**src/rtl/inst_encoder.sv**
```systemverilog
// Buffered RV32 instruction encoder: encodes instruction numbers plus operand
// fields into machine words and queues them in order through a small FIFO.

`ifndef INST_NUM_WIDTH
`define INST_NUM_WIDTH 3
`endif
`ifndef ISA_WIDTH
`define ISA_WIDTH 32
`endif
`ifndef INV
`define INV    3'd0
`endif
`ifndef ADDI
`define ADDI   3'd1
`endif
`ifndef ADD
`define ADD    3'd2
`endif
`ifndef LW
`define LW     3'd3
`endif
`ifndef SW
`define SW     3'd4
`endif
`ifndef BEQ
`define BEQ    3'd5
`endif
`ifndef EBREAK
`define EBREAK 3'd6
`endif

module inst_encoder #(
    parameter int unsigned DEPTH     = 4,
    parameter int unsigned CNT_WIDTH = 3
) (
    input  logic                       clk,
    input  logic                       rst,
    input  logic                       flush,
    input  logic                       in_valid,
    output logic                       in_ready,
    input  logic [`INST_NUM_WIDTH-1:0] in_num,
    input  logic [4:0]                 in_rd,
    input  logic [4:0]                 in_rs1,
    input  logic [4:0]                 in_rs2,
    input  logic [31:0]                in_imm,
    output logic                       out_valid,
    input  logic                       out_ready,
    output logic [`ISA_WIDTH-1:0]      out_inst,
    output logic                       err,
    output logic [CNT_WIDTH-1:0]       count
);

    localparam int unsigned PTR_W = $clog2(DEPTH);
    localparam int unsigned W     = `ISA_WIDTH;

    logic [W-1:0]         mem_q [DEPTH];
    logic [W-1:0]         mem_d [DEPTH];
    logic [PTR_W-1:0]     wr_ptr_q, wr_ptr_d;
    logic [PTR_W-1:0]     rd_ptr_q, rd_ptr_d;
    logic [CNT_WIDTH-1:0] count_q, count_d;
    logic                 err_q, err_d;

    logic [W-1:0]         enc_c;
    logic                 supported_c;
    logic                 full_c;
    logic                 accept_c;
    logic                 push_c;
    logic                 pop_c;
    logic [18:0]          unused_imm_c;

    // Immediate bits above the widest format (B-type, imm[12]) never reach a word.
    assign unused_imm_c = in_imm[31:13];

    // Combinational field packing per instruction format.
    always_comb begin
        enc_c       = '0;
        supported_c = 1'b1;
        case (in_num)
            `ADDI:   enc_c = {in_imm[11:0], in_rs1, 3'b000, in_rd, 7'b0010011};
            `ADD:    enc_c = {7'b0000000, in_rs2, in_rs1, 3'b000, in_rd, 7'b0110011};
            `LW:     enc_c = {in_imm[11:0], in_rs1, 3'b010, in_rd, 7'b0000011};
            `SW:     enc_c = {in_imm[11:5], in_rs2, in_rs1, 3'b010, in_imm[4:0], 7'b0100011};
            `BEQ:    enc_c = {in_imm[12], in_imm[10:5], in_rs2, in_rs1, 3'b000,
                              in_imm[4:1], in_imm[11], 7'b1100011};
            `EBREAK: enc_c = 32'h0010_0073;
            default: supported_c = 1'b0;
        endcase
    end

    assign full_c   = (count_q == CNT_WIDTH'(DEPTH));
    assign accept_c = in_valid && !full_c;
    assign push_c   = accept_c && supported_c && !flush;
    assign pop_c    = (count_q != '0) && out_ready && !flush;

    // FIFO next-state; flush clears pointers, occupancy and the error pulse.
    always_comb begin
        mem_d    = mem_q;
        wr_ptr_d = wr_ptr_q;
        rd_ptr_d = rd_ptr_q;
        count_d  = count_q;
        err_d    = accept_c && !supported_c && !flush;
        if (flush) begin
            wr_ptr_d = '0;
            rd_ptr_d = '0;
            count_d  = '0;
        end else begin
            if (push_c) begin
                mem_d[wr_ptr_q] = enc_c;
                wr_ptr_d        = PTR_W'(wr_ptr_q + PTR_W'(1));
            end
            if (pop_c) begin
                rd_ptr_d = PTR_W'(rd_ptr_q + PTR_W'(1));
            end
            case ({push_c, pop_c})
                2'b10:   count_d = CNT_WIDTH'(count_q + CNT_WIDTH'(1));
                2'b01:   count_d = CNT_WIDTH'(count_q - CNT_WIDTH'(1));
                default: count_d = count_q;
            endcase
        end
    end

    always_ff @(posedge clk) begin
        if (rst) begin
            for (int i = 0; i < int'(DEPTH); i++) begin
                mem_q[i] <= '0;
            end
            wr_ptr_q <= '0;
            rd_ptr_q <= '0;
            count_q  <= '0;
            err_q    <= 1'b0;
        end else begin
            mem_q    <= mem_d;
            wr_ptr_q <= wr_ptr_d;
            rd_ptr_q <= rd_ptr_d;
            count_q  <= count_d;
            err_q    <= err_d;
        end
    end

    assign in_ready  = !full_c;
    assign out_valid = (count_q != '0);
    assign out_inst  = mem_q[rd_ptr_q];
    assign err       = err_q;
    assign count     = count_q;

endmodule

```
**config.mk**
```make
export PLATFORM = sky130hd
export DESIGN_NAME = inst_encoder
export DESIGN_NICKNAME = d
export VERILOG_FILES = /design/src/rtl/inst_encoder.sv
export SDC_FILE = /design/constraint.sdc
export NUM_CORES = 1
export LEC_CHECK = 0
export CORE_MARGIN = 8
export CORE_UTILIZATION = 40
export DETAILED_ROUTE_END_ITERATION = 8
export PLACE_DENSITY_LB_ADDON = 0.2
export SLEW_MARGIN = 10
export SYNTH_ARGS = -nofsm -noshare
export SYNTH_HDL_FRONTEND = slang
export SYNTH_SLANG_ARGS = --single-unit
```
**constraint.sdc**
```tcl
create_clock -name clk -period 7.7 [get_ports clk]
set_clock_uncertainty 0.15 [all_clocks]
set_input_delay 1.54 -clock clk [delete_from_list [all_inputs] [get_ports clk]]
set_output_delay 1.54 -clock clk [all_outputs]
set_load 0.01 [all_outputs]
```
==> summary.txt, run 1 <==
Synthesis
  – Synthesized instance count: approximately 600
  – Synth top area share: 0.427
  – Unique masters post-synth: approximately 40
  – Netlist Area Pre-Place: approximately 0.0054 mm^2
  – Async set-reset flop share out of synthesis: 0
  – Synth warnings: 0
  – Syn_area_per_cell: roughly 9 um^2
  – Synth area leaders: dfxtp_1 43%, mux4_2 11%, a21oi_1 11%, a211oi_1 6.1%, nand3_1 4.6%
  – Post-synthesis sequential area ratio: 0.427
  – Synth area leader: dfxtp_1
  – EDFF count, synth: 0
  – Prevailing post-synth register cell: dfxtp_1
  – Flops & latches, synth: between 100 and 150

Run
  – Max Cap Violations: 0

Final layout
  – # fillers: ~1200
  – Nets: around 690
  – Post-Route Utilization: 0.508
  – ANT cells: 0
  – Area growth syn-to-layout: 24.2%
  – Fraction of layout cells with a size suffix above 1: 0.116
  – Most frequent cells in the layout: 117 x a21oi_1, 116 x dfxtp_1, 68 x clkdlybuf4s50_1
  – Commonest non-fill, non-tap cell in the layout: a21oi_1
  – Seq. cell area: ~0.0023 mm^2
  – Footprint of the multi-input gates: roughly 0.0028 mm^2

Clocking
  – CTS Buffer Depth: 2
  – Root buf cell: clkbuf_16
  – Cts hold-fix bufs: 0
  – H-tree depth: 4
  – Num CTS Buffers: 17
  – Skew-Pair Late Insertion Delay: 0.41 ns
  – Num Clock Sinks: between 100 and 150
  – Postcts setup bufs: 0
  – CTS tree: built
  – Clock slew at the register clock pins of the worst setup and hold paths: ~0.060 ns
  – PostCTS Resize Cnt: 0

Timing
  – Crit path time final: roughly 4.9 ns
  – Max-slew violation count: 0
  – TNS Setup: 0 ns
  – RSZ-0062 raised after global routing: false
  – Fin crit share: 0.637
  – Fin. Hold Viols: 0
  – Setup Viol. Count Final: 0
  – Max Fclk: 204 MHz
  – Rel. slew slack: 0.225
  – Slew of the pin with the lowest slew margin: ~1.2 ns

Drt
  – DR WL met2: approximately 7600 um
  – Top Layer Used: met4
  – Drt wl/cell: approximately 20 um
  – Metal3 WL: about 1300 um
  – # DRC: 0
  – Total wire length: around 16000 um
  – Routed Antenna Nets: 0
  – Via/cell ratio: ~6.0
  – DR iter-0 viols: 402
  – Met1 Wirelength: 6760 um
  – DR pass1 iterations: 5
  – Routed vias: a little under 5000

Floorplan
  – Die H: 133 um
  – # rows: 42
  – Core ar.: about 0.013 mm^2
  – Area of the die: ~0.018 mm^2
  – Io pins: between 90 and 100
  – Starting Density: 0.409
  – Chip width: about 130 um

Global route
  – Number of global-route vias before repair: 4806
  – GRT Overall Usage: 0.182
  – Remaining Overflow, GRT: 0
  – Largest net degree at the start of global routing: ~110
  – Initial antenna violation count: 0
  – Global-route wire length before repair: about 26000 um

Power and ir drop
  – Clock Power Share: 0.536
  – Seq pwr share: 0.375
  – Combinational share of power: 0.090
  – Max VDD drop: 0.135 mV
  – Leakage: approximately 2.1 nW
  – P_int: 0.00127 W
  – Sw Share: 0.229
  – P_sw: 0.000377 W
  – Pwr per Cell Area: approximately 240 mW/mm^2

Outcome
  – Status: finished, final reports clean

Critical path
  – Critical path class: input pin to flop
  – FF-to-FF Start: count[2]
  – Crit. End Element: flop
  – CP Launch Type: input pin
  – WP data arrival: 5.10 ns
  – Required @ worst endpoint: ~7.9 ns
  – Critical path origin: in_num[1]
  – Crit path max fanout: 65

Placement
  – HPWL after DPL: roughly 9200 um
  – Port Buffers: between 60 and 70
  – Final Wtd Congestion: 0.691

Worst hold path
  – Hold WC Path Type: flop to flop
  – Critical hold path startpoint: mem_q[97]
[worst max-delay path, stage by stage]
cell and delay [ns]:
clkdlybuf4s50_1 0.73, or3_1 0.53, and4_4 0.17, inv_2 0.74
ha_1 0.33, inv_1 0.06, fa_1 0.38, xor2_1 0.16
or3_1 0.31, a21oi_1 0.14
[worst paths after layout]
kind,endpoint,slack (ns),cells after the start
setup / recovery,count[2],2.80,10
hold / removal,mem_q[97],0.31,2
setup reg to reg,count[2],4.36,9
hold reg to reg,mem_q[97],0.31,2
[metrics by stage]
step                      worst slack (ns)  std cells  cell area [um^2]  hold WS (ns)  total power (W)
after global routing                  2.65        813              6760         0.337          0.00170
final                                 2.80        813              6760         0.315          0.00165
after global placement                2.50        781              6090         0.296         0.000773
after floorplan                       3.69        598              5460         0.281         0.000719
after CTS                             2.84        813              6760         0.318          0.00166
after detailed placement              2.39        781              6090         0.304         0.000777
[flip-flops by register name, indices dropped and copies added, names as in the netlist]
signal and count:
mem_q 108, count 3, rd_ptr_q 2, wr_ptr_q 2
err 1
[synthesized netlist by cell type (all sizes together) (2+ instances only)]
library cell and count:
a21oi 117, clkbuf 46, o21ai 49, nor3 25, nand2 5, or4bb 2, ha 5, xnor2 3
nand4 2, nand2b 2, dfxtp 116, mux4 27, nor2b 3, nand3 50, o2bb2ai 4, nand3b 2
nand4b 2, or2 2, nor3b 12, nor2 21, xor2 2, inv 11, a22oi 4, or3 3
a211oi 44, buf 24
[power groups by stage]
stage | clock network, W | logic, W | registers, W
after global placement | 0 | 0.000144 | 0.000629
final | 0.000882 | 0.000148 | 0.000617
after floorplan | 0 | 0.0000904 | 0.000628
after global routing | 0.000922 | 0.000159 | 0.000618
after detailed placement | 0 | 0.000147 | 0.000630
after CTS | 0.000894 | 0.000147 | 0.000617
[kinds of logic after synthesis]
logic type | synth area share
xor gates and xnor gates | 0.00805
adders and majority gates | 0.0152
buffers and inverters | 0.0683
AOI/OAI and AO/OA | 0.230
DFF | 0.427
other | 0.000689
muxes | 0.116
and+or+nand+nor | 0.136
[final cells by class]
| cell class | count | area share |
|---|---|---|
| clock inverter | 12 | 0.0298 |
| clock buffer | 20 | 0.0690 |
| multi-input combinational | 401 | 0.409 |
| tap | 176 | 0.0326 |
| sequential | 116 | 0.344 |
| timing repair buffer | 77 | 0.110 |
| inverter | 11 | 0.00611 |
[metal layers]
| layer | vias up | global-route usage |
|---|---|---|
| li1 | 2261 | - |
| met1 | 2366 | 0.222 |
| met2 | 227 | 0.298 |
| met3 | 28 | 0.0484 |
| met4 | 0 | 0.0738 |
| met5 | - | 0 |
Note: power is estimated with default switching activity, not from simulation.
==> run 2, diff against run 1 <==
- clock period: 7.7 -> 5.1 ns (I/O delays scaled with it)
==> run 2 against run 1 <==
Compared with the run above: clock power up 33%; worst hold slack better by 0.0056 ns; setup slack worse by 1.6 ns; routed wire length up 0.49%; critical path type is now flop to output pin; critical endpoint is now out_inst[7]; largest power group unchanged.
==> summary.txt, run 2 (same netlist as run 1, synthesis figures left out) <==
Clocking
  – Num CTS Buffers: 17 (unchanged)
  – CTS Buffer Depth: 2 (unchanged)
  – PostCTS Resize Cnt: 0 (unchanged)
  – Skew-Pair Late Insertion Delay: 0.41 ns (about the same)
  – Root buf cell: clkbuf_16
  – H-tree depth: 4 (unchanged)
  – Cts hold-fix bufs: 0 (unchanged)
  – CTS tree: built
  – Postcts setup bufs: 0 (unchanged)
  – Num Clock Sinks: 116 (unchanged)
  – Clock slew at the register clock pins of the worst setup and hold paths: 0.05 ns (about the same)

Worst hold path
  – WHS Endpoint: mem_q[97]
  – Hold WC Path Type: flop to flop
  – Critical hold path startpoint: mem_q[97]
  – WHS Path Cells: 2 (unchanged)

Final layout
  – Area growth syn-to-layout: 23.8%
  – Nets: 692 (+1.0%)
  – Fraction of layout cells with a size suffix above 1: 0.124 (+0.00825)
  – # fillers: 1216 (-0.16%)
  – Largest register FFs: 108 (unchanged)
  – Commonest non-fill, non-tap cell in the layout: a21oi_1
  – Most flop-heavy register: mem_q
  – ANT cells: 0 (unchanged)
  – Most frequent cells in the layout: 117 x a21oi_1, 116 x dfxtp_1, 68 x clkdlybuf4s50_1

Critical path
  – Slowest CP cell: dfxtp_1
  – Worst reg-to-reg path cell count: 9 (unchanged)
  – CP Launch Type: flop
  – Required @ worst endpoint: 3.93 ns (-3.97 ns)
  – Worst path top cell family by delay: buffers and inverters
  – FF-to-FF Start: count[2]
  – Worst R2R End: count[2]
  – WP data arrival: 2.69 ns (-2.41 ns)
  – CP bufs+invs: 2 (-1)
  – Crit path max fanout: 20 (-69%)
  – Crit-path max cell delay: 0.72 ns (-0.02 ns)
  – Crit. End Element: output pin
  – Slack of the worst reg-to-reg path: 2.41 ns (-1.95 ns)
  – Critical path class: flop to output pin
  – Crit path cell chain: buf_4 > mux4_2 > clkdlybuf4s50_1

Timing
  – Slew of the pin with the lowest slew margin: 1.12 ns (-0.0455 ns)
  – Crit path time final: 3.86 ns
  – Fin. Hold Viols: 0 (unchanged)
  – TNS Setup: 0 ns (unchanged)
  – Max Fclk: roughly 260 MHz
  – Fin crit share: 0.757
  – Setup Viol. Count Final: 0 (unchanged)
  – Max-slew violation count: 0 (unchanged)
  – Worst hold margin: 0.321 ns (+0.00565 ns)
  – RSZ-0062 raised after global routing: false
  – Rel. slew slack: 0.255 (+0.0303)

Global route
  – GRT Overall Usage: 0.182 (+0.000270)
  – Initial antenna violation count: 0 (unchanged)
  – Number of global-route vias before repair: 4874 (+1.4%)
  – Largest net degree at the start of global routing: 109 (-1.8%)
  – Remaining Overflow, GRT: 0 (unchanged)
  – Global-route wire length before repair: 25500 um (-0.54%)

Placement
  – Port Buffers: 69 (unchanged)
  – HPWL after DPL: 9460 um (+2.5%)
  – Final Wtd Congestion: 0.693 (+0.29%)

Drt
  – # DRC: 0 (unchanged)
  – Routed Antenna Nets: 0 (unchanged)
  – Via/cell ratio: 5.84 (-2.7%)
  – DR iter-0 viols: 444 (+10%)
  – Drt wl/cell: 19.6 um (-0.25%)
  – DR pass1 iterations: 5 (unchanged)
  – Total wire length: 16000 um (+0.49%)
  – Routed vias: 4785 (-2.0%)

Floorplan
  – Starting Density: 0.409 (unchanged)
  – Io pins: 93 (unchanged)
  – Die H: 133 um (unchanged)
  – Chip width: 133 um (unchanged)
  – Area of the die: 0.0176 mm^2 (unchanged)
  – Core ar.: 0.0133 mm^2 (unchanged)
  – # rows: 42 (unchanged)

Power and ir drop
  – Combinational share of power: 0.097 (+0.007)
  – Leakage: 2.13 nW (+0.68%)
  – Seq pwr share: 0.400 (+0.025)
  – Pwr per Cell Area: 346 mW/mm^2 (+42%)
  – P_sw: 0.000553 W (+47%)
  – Clock Power Share: 0.503 (-0.033)
  – Sw Share: 0.237 (+0.00854)
  – P_int: 0.00178 W (+40%)
  – Max VDD drop: 0.234 mV (+73%)

Run
  – Max Cap Violations: 0 (unchanged)

Outcome
  – Status: finished, final reports clean
-- run 2: stage by stage --
stage	util	instance area [um^2]	worst slack, ns	instances	power (W)
floorplan	-	5460	1.61	598	0.00109
global placement	0.463	6160	1.10	788	0.00117
detailed placement	0.463	6160	1.02	788	0.00118
CTS	0.507	6740	1.19	819	0.00235
global route	0.507	6740	1.13	819	0.00241
finish	0.507	6740	1.24	819	0.00233
-- run 2: layout make-up --
type	instances	area, um^2	area share
Timing Repair Buffer	84	811	0.120
Multi-Input combinational cell	401	2760	0.410
Clock buffer	21	480	0.0713
Inverter	11	41.3	0.00612
Tap cell	176	220	0.0327
Clock inverter	10	105	0.0156
Sequential cell	116	2320	0.344
-- run 2: per-layer routing --
layer,share of wire,vias to the layer above,global-route usage
met2,0.49,164,0.304
met4,0.0076,0,0.0599
met3,0.067,9,0.0590
li1,-,2270,-
met1,0.43,2342,0.217
met5,0,-,0
-- run 2: power groups by stage --
stage / Combinational (W) / Sequential (W) / Clock (W)
after floorplan: 0.000136 / 0.000949 / 0
after global placement: 0.000221 / 0.000950 / 0
after detailed placement: 0.000225 / 0.000951 / 0
after CTS: 0.000226 / 0.000932 / 0.00119
after global routing: 0.000244 / 0.000933 / 0.00123
final: 0.000226 / 0.000932 / 0.00117
-- run 2: how the worst max path moves through the flow --
stage | start | to | slack, ns | depth (start not counted)
floorplan | in_num[2] | count[2] | 1.61 | 13
global placement | in_num[0] | count[2] | 1.10 | 10
detailed placement | in_num[0] | count[2] | 1.02 | 10
CTS | rd_ptr_q[1] | out_inst[4] | 1.19 | 3
global route | rd_ptr_q[1] | out_inst[7] | 1.13 | 3
finish | rd_ptr_q[1] | out_inst[7] | 1.24 | 3
-- run 2: tightest hold or removal path: stages (launching register included) --
cell and delay [ns]:
dfxtp_1 0.32, a21oi_1 0.04, nor2_1 0.07
